File: src/rtl/tx_container.sv
// CAN 2.0A transmitter: sends one standard data frame with a 4-byte payload.
// Handles bit stuffing, CRC-15, arbitration loss with retry and bit-error abort.
module tx_container (
    input  logic        clk,
    input  logic        rst,
    input  logic        baud_clk,
    output logic        tx,
    input  logic        rx,
    input  logic [10:0] address,
    input  logic [31:0] data,
    input  logic        send_data
);

    typedef enum logic [3:0] {
        IDLE, SOF, ARB, CTRL, DATA, CRC, CRC_DEL, ACK, ACK_DEL, EOF, IFS
    } state_t;

    state_t      state_q, state_d;
    logic [4:0]  bit_cnt_q, bit_cnt_d;
    logic [2:0]  run_cnt_q, run_cnt_d;
    logic        last_bit_q, last_bit_d;
    logic [14:0] crc_q, crc_d;
    logic [10:0] id_q, id_d;
    logic [31:0] payload_q, payload_d;
    logic        tx_q, tx_d;
    logic        pending_q, pending_d;
    logic        lost_q, lost_d;
    logic [3:0]  rec_cnt_q, rec_cnt_d;
    logic        baud_s1_q, baud_s1_d, baud_s2_q, baud_s2_d, baud_prev_q, baud_prev_d;
    logic        rx_s1_q, rx_s1_d, rx_s2_q, rx_s2_d;
    logic        send_prev_q, send_prev_d;

    logic        baud_rise, baud_fall, send_rise, stuff_region;
    state_t      adv_state;
    logic [4:0]  adv_cnt, field_last;
    logic [3:0]  id_idx, crc_idx;
    logic        adv_bit, crc_fb;

    always_comb begin
        baud_s1_d   = baud_clk;
        baud_s2_d   = baud_s1_q;
        baud_prev_d = baud_s2_q;
        rx_s1_d     = rx;
        rx_s2_d     = rx_s1_q;
        send_prev_d = send_data;
    end

    assign baud_rise    = baud_s2_q & ~baud_prev_q;
    assign baud_fall    = ~baud_s2_q & baud_prev_q;
    assign send_rise    = send_data & ~send_prev_q;
    assign stuff_region = state_q inside {SOF, ARB, CTRL, DATA, CRC};
    assign tx           = tx_q;

    // Position of the next unstuffed bit, given the field/index of the last one sent.
    always_comb begin
        case (state_q)
            ARB:     field_last = 5'd11;
            CTRL:    field_last = 5'd5;
            DATA:    field_last = 5'd31;
            CRC:     field_last = 5'd14;
            EOF:     field_last = 5'd6;
            IFS:     field_last = 5'd2;
            default: field_last = 5'd0;
        endcase
        adv_state = state_q;
        adv_cnt   = bit_cnt_q + 5'd1;
        if (bit_cnt_q == field_last) begin
            adv_cnt = 5'd0;
            case (state_q)
                SOF:     adv_state = ARB;
                ARB:     adv_state = CTRL;
                CTRL:    adv_state = DATA;
                DATA:    adv_state = CRC;
                CRC:     adv_state = CRC_DEL;
                CRC_DEL: adv_state = ACK;
                ACK:     adv_state = ACK_DEL;
                ACK_DEL: adv_state = EOF;
                EOF:     adv_state = IFS;
                default: adv_state = IDLE;
            endcase
        end
        id_idx  = 4'd10 - adv_cnt[3:0];
        crc_idx = 4'd14 - adv_cnt[3:0];
        case (adv_state)
            ARB:     adv_bit = (adv_cnt == 5'd11) ? 1'b0 : id_q[id_idx];
            CTRL:    adv_bit = (adv_cnt == 5'd3);
            DATA:    adv_bit = payload_q[5'd31 - adv_cnt];
            CRC:     adv_bit = crc_q[crc_idx];
            default: adv_bit = 1'b1;
        endcase
        crc_fb = adv_bit ^ crc_q[14];
    end

    always_comb begin
        state_d    = state_q;
        bit_cnt_d  = bit_cnt_q;
        run_cnt_d  = run_cnt_q;
        last_bit_d = last_bit_q;
        crc_d      = crc_q;
        id_d       = id_q;
        payload_d  = payload_q;
        tx_d       = tx_q;
        lost_d     = lost_q;
        rec_cnt_d  = rec_cnt_q;
        pending_d  = pending_q | send_rise;

        if (baud_rise && !lost_q) begin
            if (state_q == IDLE) begin
                tx_d = 1'b1;
                if (pending_q) begin
                    // SOF is dominant and the CRC starts at zero, so SOF leaves the CRC unchanged.
                    state_d    = SOF;
                    bit_cnt_d  = 5'd0;
                    id_d       = address;
                    payload_d  = data;
                    crc_d      = '0;
                    tx_d       = 1'b0;
                    last_bit_d = 1'b0;
                    run_cnt_d  = 3'd1;
                    pending_d  = send_rise;
                end
            end else if (stuff_region && run_cnt_q == 3'd5) begin
                tx_d       = ~last_bit_q;
                last_bit_d = ~last_bit_q;
                run_cnt_d  = 3'd1;
            end else begin
                state_d    = adv_state;
                bit_cnt_d  = adv_cnt;
                tx_d       = adv_bit;
                last_bit_d = adv_bit;
                run_cnt_d  = (adv_bit == last_bit_q) ? run_cnt_q + 3'd1 : 3'd1;
                if (adv_state inside {ARB, CTRL, DATA})
                    crc_d = {crc_q[13:0], 1'b0} ^ (crc_fb ? 15'h4599 : 15'h0000);
            end
        end

        if (baud_fall) begin
            if (lost_q) begin
                if (rx_s2_q) begin
                    if (rec_cnt_q == 4'd10) begin
                        state_d   = IDLE;
                        lost_d    = 1'b0;
                        rec_cnt_d = 4'd0;
                    end else begin
                        rec_cnt_d = rec_cnt_q + 4'd1;
                    end
                end else begin
                    rec_cnt_d = 4'd0;
                end
            end else if (state_q == ARB) begin
                if (tx_q && !rx_s2_q) begin
                    lost_d    = 1'b1;
                    pending_d = 1'b1;
                    tx_d      = 1'b1;
                    rec_cnt_d = 4'd0;
                end
            end else if (!(state_q inside {IDLE, ACK, IFS}) && (rx_s2_q != tx_q)) begin
                // Count 31 wraps to 0 on the next bit start, giving three full IFS bits.
                state_d   = IFS;
                bit_cnt_d = 5'd31;
                tx_d      = 1'b1;
            end
        end
    end

    always_ff @(posedge clk or negedge rst) begin
        if (!rst) begin
            state_q     <= IDLE;
            bit_cnt_q   <= '0;
            run_cnt_q   <= '0;
            last_bit_q  <= 1'b1;
            crc_q       <= '0;
            id_q        <= '0;
            payload_q   <= '0;
            tx_q        <= 1'b1;
            pending_q   <= 1'b0;
            lost_q      <= 1'b0;
            rec_cnt_q   <= '0;
            baud_s1_q   <= 1'b1;
            baud_s2_q   <= 1'b1;
            baud_prev_q <= 1'b1;
            rx_s1_q     <= 1'b1;
            rx_s2_q     <= 1'b1;
            send_prev_q <= 1'b1;
        end else begin
            state_q     <= state_d;
            bit_cnt_q   <= bit_cnt_d;
            run_cnt_q   <= run_cnt_d;
            last_bit_q  <= last_bit_d;
            crc_q       <= crc_d;
            id_q        <= id_d;
            payload_q   <= payload_d;
            tx_q        <= tx_d;
            pending_q   <= pending_d;
            lost_q      <= lost_d;
            rec_cnt_q   <= rec_cnt_d;
            baud_s1_q   <= baud_s1_d;
            baud_s2_q   <= baud_s2_d;
            baud_prev_q <= baud_prev_d;
            rx_s1_q     <= rx_s1_d;
            rx_s2_q     <= rx_s2_d;
            send_prev_q <= send_prev_d;
        end
    end

endmodule

File: config.mk
export PLATFORM = sky130hd
export DESIGN_NAME = tx_container
export DESIGN_NICKNAME = d
export VERILOG_FILES = /design/src/rtl/tx_container.sv
export SDC_FILE = /design/constraint.sdc
export NUM_CORES = 1
export LEC_CHECK = 0
export CELL_PAD_IN_SITES_DETAIL_PLACEMENT = 1
export CELL_PAD_IN_SITES_GLOBAL_PLACEMENT = 1
export CORE_MARGIN = 2
export CORE_UTILIZATION = 45
export CTS_CLUSTER_SIZE = 25
export DETAILED_ROUTE_END_ITERATION = 8
export GPL_TIMING_DRIVEN = 0
export PLACE_DENSITY = 0.83
export SLEW_MARGIN = 20
export SYNTH_ARGS = -nofsm -noshare
export SYNTH_HDL_FRONTEND = slang
export SYNTH_SLANG_ARGS = --single-unit
File: constraint.sdc
create_clock -name clk -period 6.68 [get_ports clk]
set_clock_uncertainty 0.2 [all_clocks]
set_input_delay 1.002 -clock clk [delete_from_list [all_inputs] [get_ports clk]]
set_output_delay 1.002 -clock clk [all_outputs]
set_load 0.03 [all_outputs]
==> impl_metrics.toml <==
[setup_path]
worstReg2RegEnd = "run_cnt_q[2]"
cp_max_fo = 10
cp_slowest_cell = "dfrtp_1"
crit_chain = "inv_1 > ha_1 > buf_2 > nor3b_1 > or4_1 > nand4_1 > clkbuf_1 > nor2_1 > nor2_1 > ha_1 > clkbuf_1 > nand2_1 > a221o_1 > nand4_1 > nand4_1 > a211oi_1 > a211oi_4 > xnor2_1 > nor4b_2 > a211o_1"
criticalPathCategory = "reg -> reg"
cpPeakStageDelay_ns = 0.50
cp_common_cell = "nand4_1"
start_kind = "register"
crit_required_ns = 6.76
crit_buf_inv = 4
reg2reg_depth = 20
rrSetupSlack_ns = 1.01
r2r_start = "state_q[0]"
critical-path-top-delay-family = "simple AND/OR/NAND/NOR gates"
cp-end-kind = "register"
cp.arrival_ns = 5.75

[floorplanning]
rows = 38
fp.dieW_um = 109
die-area_mm2 = 0.0118
io_pins = 49
die_y_um = 109
core_mm2 = 0.0107
start_util_pct = 45.8

[pwr]
vdd_drop_max_uv = 295
p_per_area_mw_per_mm2 = 498
p_leak_nw = 2.34

[clock_tree]
hold_buffers = 0
htree_levels = 3
cts_setup_buffers = 0
insertion_delay_ns = 0.39
cts.sinks = 84
cts.clk_slew.worst_paths_ns = 0.09
cts.repair.resized = 0
cts_root_buffer = "clkbuf_8"
cts_max_path_buffers = 2
cts_tree = "done"
cts_buffers = 9

[layout]
antenna_cells = 0
final_cell_mix = "dfrtp_1, clkdlybuf4s50_1, mux2_2"
drive_gt1_share_pct = 17.6
nets = 603
final_area_mm2 = 0.00582
fillers = 1233
syn_to_final_growth_pct = 18.2
layout_commonest_cell = "dfrtp_1"

[routing]
drt_iter0_drc = 250
vias_per_cell = 5.95
drt_pass1_iterations = 4
wire_per_inst_um = 19.6
ant_nets = 0
detail_route.wirelength_um = 13400
drc = 0
num_vias = 4090

[synth]
yosysSeqAreaShare_pct = 42.9
yosysWarnings = 0
synth_area_mm2 = 0.00493
ys_async_sr_fraction_pct = 100
ys_ff_latch = 84
syn_inst = 482
yosysUniqueCellTypes = 63
synth-edff-count = 0
avgSynthCellArea_um2 = 10.2
synth_flop_cell = "dfrtp_1"
synthesis.nets = 543

[place]
place.gp.congestion = 0.867
dpl_cell_area_mm2 = 0.00560
io_buffers = 48
hpwl_um = 9740

[global_routing]
track_usage_pct = 24.9
grt.overflow.total = 0
grt_antenna_before_repair = 0
grt_use_met3_pct = 6.52
grt_pass1_vias = 4397
grt_max_degree = 44
met1_usage_pct = 30.3
gr-usage-met2_pct = 43.3
grt_pass1_wl_um = 22300
busiest_layer = "met2"

[sta]
drv_slew = 0
period_share_pct = 84.8
fmax_mhz = 176
fin_crit_ns = 5.67
fin_setup_tns_ns = 0
grt_setup_unrepaired = "no"
worstMarginPinSlew_ns = 0.970
hold_viol = 0
setup_viol = 0
relSlewSlack_pct = 34.9

[run_status]
status = "finished clean"

[worst_hold_path]
min_from = "rx_s1_q"
whs_endpoint = "rx_s2_q"
holdCritPathClass = "reg -> reg"
min_delay_path_depth = 0

[run]
cap_violations = 0
-- state kept, by name, summed over array words and instances, names as in the netlist, 3 cells and up --
signal / cells
payload_q: 32
crc_q: 15
bit_cnt_q: 5
state_q: 4
id_q: 11
run_cnt_q: 3
rec_cnt_q: 4
-- cells in the mapped netlist (7+ instances only) --
master | instances | area share [%]
dfrtp_1 | 76 | 39
mux2_2 | 45 | 10
nand2_1 | 44 | 3.4
nand3_1 | 23 | 2.3
o21ai_0 | 22 | 2.2
a21oi_1 | 21 | 2.1
nor2_1 | 21 | 1.6
clkbuf_1 | 19 | 1.4
inv_1 | 19 | 1.4
nor3_1 | 17 | 1.7
xnor2_1 | 14 | 2.5
ha_1 | 13 | 3.3
dfstp_2 | 8 | 4.3
mux4_2 | 8 | 3.7
nor2b_1 | 8 | 1.0
a22o_1 | 7 | 1.2
nand2b_1 | 7 | 0.89
nand4_1 | 7 | 0.89
o31ai_1 | 7 | 1.1
-- cell type report --
type / count / area (um^2) / area share, %
clock inverter: 7 / 100 / 1.72
multi-input combinational: 354 / 2640 / 45.4
clock buffer: 9 / 124 / 2.13
timing repair buffer: 49 / 498 / 8.55
sequential: 84 / 2110 / 36.3
buffer: 24 / 95.1 / 1.63
tap: 140 / 175 / 3.01
inverter: 20 / 75.1 / 1.29
-- report_power, final --
group	leakage, nW	internal (W)	total [W]	switching [W]
clock network	0.114	0.000213	0.000418	0.000205
logic	1.22	0.000674	0.00161	0.000938
registers	1.01	0.000712	0.000872	0.000160
-- metal layers --
metal / part of all wire [%] / up-vias / wire (um)
li1: - / 1890 / -
met1: 43 / 2090 / 5820
met3: 4.1 / 22 / 548
met5: 0 / - / 0
met4: 1.6 / 0 / 216
met2: 51 / 88 / 6860
-- through the flow --
step / utilization, % / worst slack (ns) / hold WS, ns / instances / power [W]
2_1_floorplan: - / 2.02 / 0.145 / 482 / 0.00202
3_3_place_gp: 51.9 / 1.25 / 0.150 / 670 / 0.00238
3_5_place_dp: 52.1 / 1.15 / 0.147 / 671 / 0.00245
4_1_cts: 54.2 / 1.11 / 0.160 / 687 / 0.00290
5_1_grt: 54.2 / 0.676 / 0.167 / 687 / 0.00312
6_report: 54.2 / 1.01 / 0.161 / 687 / 0.00290
-- kinds of logic (layout without fill, tap and decap cells) --
group	count (synthesis)	count (layout)	synth area share (%)
and+or+nand+nor	154	154	16.1
AOI/OAI and AO/OA	112	112	16.2
DFF	84	84	42.9
muxes	56	56	14.6
buffers and inverters	44	109	3.45
xor gates and xnor gates	19	19	3.53
adders and majority gates	13	13	3.30
-- worst max path at each step --
stage | startpoint | to | slack [ns] | cells after the start
after CTS | state_q[0] | run_cnt_q[2] | 1.11 | 18
after floorplan | state_q[0] | run_cnt_q[2] | 2.02 | 19
after detailed placement | state_q[0] | run_cnt_q[2] | 1.15 | 20
final | state_q[0] | run_cnt_q[2] | 1.01 | 20
after global placement | state_q[0] | run_cnt_q[2] | 1.25 | 20
after global routing | state_q[0] | run_cnt_q[2] | 0.68 | 19
Note: power is estimated with default switching activity, not from simulation.
